**src/rtl/l2_conv.sv**
```systemverilog
// Second convolution stage: 18-tap serial MAC over a captured two-channel 3x3 window,
// then normalise and saturate to 18 bits. Define L2_RELU_EN to clamp negative results to zero.
module l2_conv #(
    parameter int unsigned N_OUT = 121,
    parameter int unsigned FRAC  = 8,
    parameter int unsigned ACC_W = 42
) (
    input  logic               clk,
    input  logic               rst_n,
    input  logic               rd_i,
    input  logic signed [17:0] win_i [18],
    input  logic               tx_done_i,
    input  logic               w_wr_i,
    input  logic [4:0]         w_addr_i,
    input  logic signed [17:0] w_din_i,
    output logic               addr_rd_inc_o,
    output logic               busy_o,
    output logic signed [17:0] dout_o,
    output logic               dout_vld_o,
    output logic               done_o
);

    localparam int unsigned CntW = (N_OUT > 1) ? $clog2(N_OUT) : 1;
    localparam logic signed [ACC_W-1:0] SatMax = {{(ACC_W-18){1'b0}}, 18'h1FFFF};
    localparam logic signed [ACC_W-1:0] SatMin = {{(ACC_W-18){1'b1}}, 18'h20000};

    typedef enum logic [1:0] {StIdle, StMac, StNorm} state_e;

    state_e                   state_q, state_d;
    logic [4:0]               k_q, k_d;
    logic [CntW-1:0]          cnt_q, cnt_d;
    logic signed [ACC_W-1:0]  acc_q, acc_d;
    logic signed [17:0]       win_q [18];
    logic signed [17:0]       win_d [18];
    logic signed [17:0]       w_q [19];
    logic signed [17:0]       w_d [19];
    logic signed [17:0]       dout_q, dout_d;
    logic                     dout_vld_q, dout_vld_d;
    logic                     done_q, done_d;
    logic                     inc_q, inc_d;

    logic signed [35:0]       prod;
    logic signed [ACC_W-1:0]  prod_ext;
    logic signed [ACC_W-1:0]  bias_ext;
    logic signed [ACC_W-1:0]  shr;
    logic signed [17:0]       sat_r;
    logic signed [17:0]       res;

    always_comb begin
        prod     = win_q[k_q] * w_q[k_q];
        prod_ext = {{(ACC_W-36){prod[35]}}, prod};
        bias_ext = {{(ACC_W-18){w_q[18][17]}}, w_q[18]};
        shr      = acc_q >>> FRAC;
        if (shr > SatMax) begin
            sat_r = 18'sh1FFFF;
        end else if (shr < SatMin) begin
            sat_r = 18'sh20000;
        end else begin
            sat_r = shr[17:0];
        end
`ifdef L2_RELU_EN
        res = sat_r[17] ? 18'sd0 : sat_r;
`else
        res = sat_r;
`endif
    end

    always_comb begin
        state_d    = state_q;
        k_d        = k_q;
        cnt_d      = cnt_q;
        acc_d      = acc_q;
        win_d      = win_q;
        w_d        = w_q;
        dout_d     = dout_q;
        dout_vld_d = 1'b0;
        done_d     = 1'b0;
        inc_d      = 1'b0;

        // Weights only move while idle; a capture on the same edge still sees the old bias.
        if (w_wr_i && (state_q == StIdle) && (w_addr_i <= 5'd18)) begin
            w_d[w_addr_i] = w_din_i;
        end

        if (tx_done_i) begin
            state_d = StIdle;
            k_d     = 5'd0;
            cnt_d   = '0;
        end else begin
            unique case (state_q)
                StIdle: begin
                    if (rd_i) begin
                        win_d   = win_i;
                        acc_d   = bias_ext <<< FRAC;
                        k_d     = 5'd0;
                        inc_d   = 1'b1;
                        state_d = StMac;
                    end
                end
                StMac: begin
                    acc_d = acc_q + prod_ext;
                    if (k_q == 5'd17) begin
                        state_d = StNorm;
                    end else begin
                        k_d = k_q + 5'd1;
                    end
                end
                StNorm: begin
                    dout_d     = res;
                    dout_vld_d = 1'b1;
                    if (cnt_q == CntW'(N_OUT - 1)) begin
                        done_d = 1'b1;
                        cnt_d  = '0;
                    end else begin
                        cnt_d = cnt_q + 1'b1;
                    end
                    state_d = StIdle;
                end
                default: state_d = StIdle;
            endcase
        end
    end

    always_ff @(posedge clk or negedge rst_n) begin
        if (!rst_n) begin
            state_q    <= StIdle;
            k_q        <= 5'd0;
            cnt_q      <= '0;
            acc_q      <= '0;
            win_q      <= '{default: '0};
            w_q        <= '{default: '0};
            dout_q     <= '0;
            dout_vld_q <= 1'b0;
            done_q     <= 1'b0;
            inc_q      <= 1'b0;
        end else begin
            state_q    <= state_d;
            k_q        <= k_d;
            cnt_q      <= cnt_d;
            acc_q      <= acc_d;
            win_q      <= win_d;
            w_q        <= w_d;
            dout_q     <= dout_d;
            dout_vld_q <= dout_vld_d;
            done_q     <= done_d;
            inc_q      <= inc_d;
        end
    end

    assign addr_rd_inc_o = inc_q;
    assign busy_o        = (state_q != StIdle);
    assign dout_o        = dout_q;
    assign dout_vld_o    = dout_vld_q;
    assign done_o        = done_q;

endmodule

```
**config.mk**
```make
export PLATFORM = sky130hd
export DESIGN_NAME = l2_conv
export DESIGN_NICKNAME = d
export VERILOG_FILES = /design/src/rtl/l2_conv.sv
export SDC_FILE = /design/constraint.sdc
export NUM_CORES = 2
export LEC_CHECK = 0
export BUFFER_PORTS_ARGS = -buffer_cell sky130_fd_sc_hd__buf_4
export CAP_MARGIN = 0
export CORE_ASPECT_RATIO = 0.7
export CORE_MARGIN = 1
export CORE_UTILIZATION = 40
export DETAILED_ROUTE_END_ITERATION = 8
export PLACE_DENSITY = 0.55
export SETUP_SLACK_MARGIN = 0.02
export SLEW_MARGIN = 5
export SYNTH_ARGS = -nofsm -noshare
export SYNTH_HDL_FRONTEND = slang
export SYNTH_SLANG_ARGS = --single-unit
```
**constraint.sdc**
```tcl
create_clock -name clk -period 13.5 [get_ports clk]
set_input_delay 1.35 -clock clk [delete_from_list [all_inputs] [get_ports clk]]
set_output_delay 1.35 -clock clk [all_outputs]
set_load 0.005 [all_outputs]
```
; ---- Yosys cells after proc, flatten, opt, wreduce, memory -nomap -nowiden
; Index checks and enable logic that the tools add are counted.
[op_classes]
shift = 0
bitwise_logic = 3
magnitude_cmp = 6
n_reduce_logical = 13
addsub = 3
n_eq_ne = 8
n_mux = 32
div_mod_pow = 0
n_mul = 1
[ops]
columns = operator, count
row1 = bitwise mux 342 bit, 1
row2 = binary-select mux 18 bit (select 5 bit), 2
row3 = 2-to-1 mux 18 bit, 7
row4 = demux 18 bit (select 5 bit), 1
row5 = case mux 42 bit (2 select lines), 1
row6 = adder 42 x 36 -> 42 bit, 1
row7 = 2-to-1 mux 42 bit, 1
row8 = multiplier 18 x 18 -> 36 bit, 1
row9 = "> comparator 34 x 18 -> 1 bit, second input constant", 1
row10 = "< comparator 34 x 18 -> 1 bit, second input constant", 1
row11 = 2-to-1 mux 7 bit, 3
row12 = 2-to-1 mux 5 bit, 3
row13 = "greater-or-equal comparator 6 bit, second input constant", 2
row14 = inverter 5 -> 6 bit, 2
row15 = case mux 5 bit (2 select lines), 1
row16 = "!= test 3 bit, second input constant", 3
row17 = AND reduction 3 bit, 3
row18 = 2-to-1 mux 1 bit, 8
row19 = "adder 7 x 1 -> 7 bit, second input constant", 1
row20 = "equality test 7 bit, second input constant", 1
row21 = "< comparator 6 x 1 -> 1 bit, second input constant", 1
row22 = 2-to-1 mux 2 bit, 3
row23 = nonzero test 2 bit, 3
row24 = "adder 5 x 1 -> 5 bit, second input constant", 1
row25 = 11 further kinds, 14
[word_totals]
ff_bits = 743
latchBits = 0
mem_bits_rw = 0
n_memories = 0
inputBits = 352
out_inout_bits = 22
mem_bits_ro = 0

; ---- Logic depth before layout (Yosys ltp)
[logic_depth]
depth_word = 7
mapped_depth = 36
depth_no_buf = 30

; ---- Worst setup path before layout
; OpenSTA, ideal clock, no wires.
[synth_path]
kind = flip-flop to flip-flop
start = reg k_q[0]
end = reg acc_q[40]
setup_slack_ns = 4.833
period_less_slack_ns = 8.667
n_path_buf = 9
arrival_ns = 8.533
stages_incl_launch_ff = 31
setup_ns = 0.134
cell_sequence = dfrtp_1 buf_4 buf_6 buf_6 buf_4 buf_6 nor3b_2 buf_2 a221o_1 clkbuf_1 clkbuf_1 nand2_1 fa_1 inv_1 fa_1 inv_1 fa_1 inv_1 fa_1 fa_1 fa_1 ha_1 ha_1 clkbuf_1 a21o_1 a211oi_1 o2bb2ai_1 a21o_1 a2111oi_0 xor2_1 o21ai_0
[synth_via]
elab_chain_len = 7
elab_cells_between_ends = 10
classes_between = add/sub (1) / mul (1) / mux (7) / bitwise (1)
[synth_lines]
columns = item, line
row1 = start: declaration, 30  ; logic [4:0] k_q, k_d;
row2 = start signal: assignment, 138  ; k_q <= k_d;
row3 = inverter 5 -> 6 bit (not written as such) (*), 50  ; prod = win_q[k_q] * w_q[k_q];
row4 = binary-select mux 18 bit (select 5 bit), 50
row5 = 2-to-1 mux 18 bit (not written as such) (2 in series), 50
row6 = multiplier 18 x 18 -> 36 bit (*), 50
row7 = adder 42 x 36 -> 42 bit (*), 101  ; acc_d = acc_q + prod_ext;
row8 = case mux 42 bit (2 select lines) (*), 90  ; unique case (state_q)
row9 = end signal: assignment, 129  ; acc_q <= '0;
row10 = end signal: assignment, 140  ; acc_q <= acc_d;
row11 = end: declaration, 32  ; logic signed [ACC_W-1:0] acc_q, acc_d;
; Mark *: on every way between the ends. The rest lies on a longest branch, timed or not. The select of a mux whose other input is x is not followed.
; A chain may end at the register's enable or synchronous reset.

; ---- Worst setup path after layout
[layout_path]
start = reg k_q[1]
end = reg acc_q[30]
; Same word-level chain as after synthesis.

==> summary.md <==
| Metric | Value |
|---|---|
| Status | completed |
| Vias in the first global route | 32521 |
| Final hold violations | 0 |
| Post-synth top area cell | dfrtp_1 |
| Clock transition at path regs | 0.07 ns |
| Grt total ovfl | 0 |
| Core ar. | 0.118 mm² |
| Via density | 5.39 |
| P&R area growth vs syn | 14.8% |
| WP data required | about 14 ns |
| Global-route usage over all layers | 24.0% |
| Syn nets | 4695 |
| Post_cts resized | 0 |
| Final Net Count | 4988 |
| Drc violations | 0 |
| Mapped Area | 0.0477 mm² |
| Routed via count | just over 30000 |
| Maximum fanout along the worst path | 50 |
| Primary FF master, synth | dfrtp_1 |
| Commonest non-fill, non-tap cell in the layout | dfrtp_1 |
| First-pass GRT wire length | 218 mm |
| Setup crit end kind | register |
| Ys async rst share | 100% |
| Final period utilization | approximately 73% |
| RSZ-0062 raised after global routing | false |
| CTS tree | yes |
| Max Cap Violations | 0 |
| Clock root buffer master | clkbuf_16 |
| CTS Hold Buffers Added | 0 |
| EDFF count, synth | 0 |
| Post-Syn Instances | 3822 |
| Skew final | 0.0277 ns |
| CTS buffer count | 77 |
| FF+latch count, synth | 743 |
| Initial Utilization | 40.6% |
| Sink Count | roughly 740 |
| Setup violations, final | 0 |
| Rel. slew slack | 19.9% |
| # IOs | approximately 370 |
| Share of cells above drive strength 1 | 34.5% |
| Post-synthesis sequential area ratio | between 30% and 40% |
| Max Clock Freq | just over 100 MHz |
| Initial antenna violation count | 9 |
| WL/cell | 24.8 µm |
| Register area | 0.0186 mm² |
| Largest net degree at the start of global routing | 180 |
| Worst slew pin tran | 1.20 ns |
| I/O Buffers | 373 |
| Most frequent cells in the layout | 739 x dfrtp_1, 682 x mux2_2, 497 x inv_1 |
| Reg-to-reg startpoint | k_q[1] |
| Die footprint | roughly 0.12 mm² |
| Ranking of synthesized cells by area | dfrtp_1 39%, fa_1 16%, mux2_2 16% |
| DR pass1 iterations | 9 |
| Longest Clk Path Bufs | 3 |
| CP Launch Point | k_q[1] |
| Area share of the largest cell type after synthesis | 39.0% |
| DRT antenna net count | 0 |
| Routability cong. | around 0.90 |
| Fillcell total | 10690 |
| Cell Rows | 105 |
| Kind of critical path | register to register |
| Die Width | 415 µm |
| Critical Path Source Type | register |
| H-tree levels | 3 |
| Mean Syn Cell Area | roughly 12 µm² |
| Yosys warning total | 0 |
| Worst-skew pair later-pin latency | 0.67 ns |
| WP data arrival | roughly 10 ns |
| Fin. max-slew vios | 0 |
| Die height | 291 µm |
| Netlist cell types | 67 |
| Type of the most critical hold path | register to register |
| Postcts setup bufs | 0 |
| Dpl hpwl | 104 mm |
| Area occupied by multi-input gates | 0.0264 mm² |
| Fin crit period | 9.85 ns |
| Initial DRC count | ~2500 |
| Setup tns final | 0 ns |
| Drt total wl | around 140 mm |
| Hold Startpoint | acc_q[0] |
-- area by class of cell --
class                           count  area share [%]
Multi-Input combinational cell   2352            48.1
Sequential cell                   743            34.0
Timing Repair Buffer              444            6.21
Clock buffer                      115            4.18
Tap cell                         1551            3.54
Inverter                          497            3.40
Clock inverter                     24           0.591
Antenna cell                        6          0.0274
-- through the flow --
step | cell area [µm²] | hold WS [ns] | setup WS (ns) | utilization (%) | std cells
global placement | 52200 | 0.459 | 3.82 | 44.3 | 5587
finish | 54800 | 0.473 | 3.65 | 46.6 | 5732
floorplan | 47700 | 0.443 | 4.83 | - | 3822
detailed placement | 52200 | 0.466 | 3.77 | 44.3 | 5587
CTS | 54800 | 0.481 | 3.74 | 46.5 | 5726
global route | 54800 | 0.508 | 3.21 | 46.6 | 5730
-- critical path: stages (launching register included) --
cell,delay (ns)
dfrtp_4,0.98
buf_4,0.57
mux4_2,0.40
mux4_2,0.53
a222oi_1,0.29
buf_4,0.32
inv_1,0.20
and2_1,0.22
fa_1,0.48
inv_1,0.05
fa_1,0.47
fa_1,0.52
inv_1,0.06
fa_1,0.59
fa_1,0.45
fa_1,0.52
fa_1,0.45
ha_1,0.44
o2111a_1,0.21
o311a_1,0.14
or3_1,0.45
o41ai_1,0.79
o21ai_1,0.24
xnor2_1,0.18
o21ai_0,0.08
-- Yosys cell counts (8+ instances only) --
cell type,instances
dfrtp_1,743
buf_2,40
mux2_2,682
clkbuf_1,148
nor2b_1,30
buf_4,9
mux4_2,171
nor4_1,8
mux2i_1,41
a221o_1,9
a211oi_1,13
buf_1,28
xnor2_1,17
xor2_1,17
o21ai_1,11
nand4_1,15
a31oi_1,13
nor2_1,164
o21ai_0,69
and3_1,9
nand3_1,25
nand2_1,276
and2_1,41
inv_1,497
nand2b_1,8
a21o_1,19
nor3_1,16
ha_1,129
a21oi_1,71
fa_1,392
-- logic make-up after synthesis --
group                    count (synthesis)  share of synthesized area [%]
buffers and inverters                  727                           5.97
adder cells (fa/ha/maj)                521                           19.8
multiplexers                           894                           25.0
AND/OR/NAND/NOR                        618                           5.77
AO/OA/AOI/OAI                          285                           3.85
XOR/XNOR                                34                          0.624
flip-flops                             743                           39.0
-- final timing paths --
check	endpoint	slack (ns)	cells after the start
max	acc_q[30]	3.65	24
min	acc_q[0]	0.47	2
max reg2reg	acc_q[30]	3.65	24
min reg2reg	acc_q[0]	0.47	2
max in group asynchronous	w_q[215]	9.67	4
min in group asynchronous	win_q[220]	0.80	1
-- registers in the layout, summed over array words and instances, names as in the netlist, 2 cells and up --
register,cells
win_q,324
bias_ext,18
cnt_q,7
w_q,324
state_q,2
dout_o,18
k_q,5
acc_q,42
-- per-layer routing --
layer	global-route usage, %	vias to the layer above	part of all wire, %
li1	-	13477	-
met1	35.7	16458	47
met2	37.0	817	46
met3	3.63	159	5.2
met4	5.49	6	2.0
met5	0	-	0.021
Power is left out: the tool's default activity adds up to more than one toggle a clock period on the data nets, which glitch-free logic cannot reach.
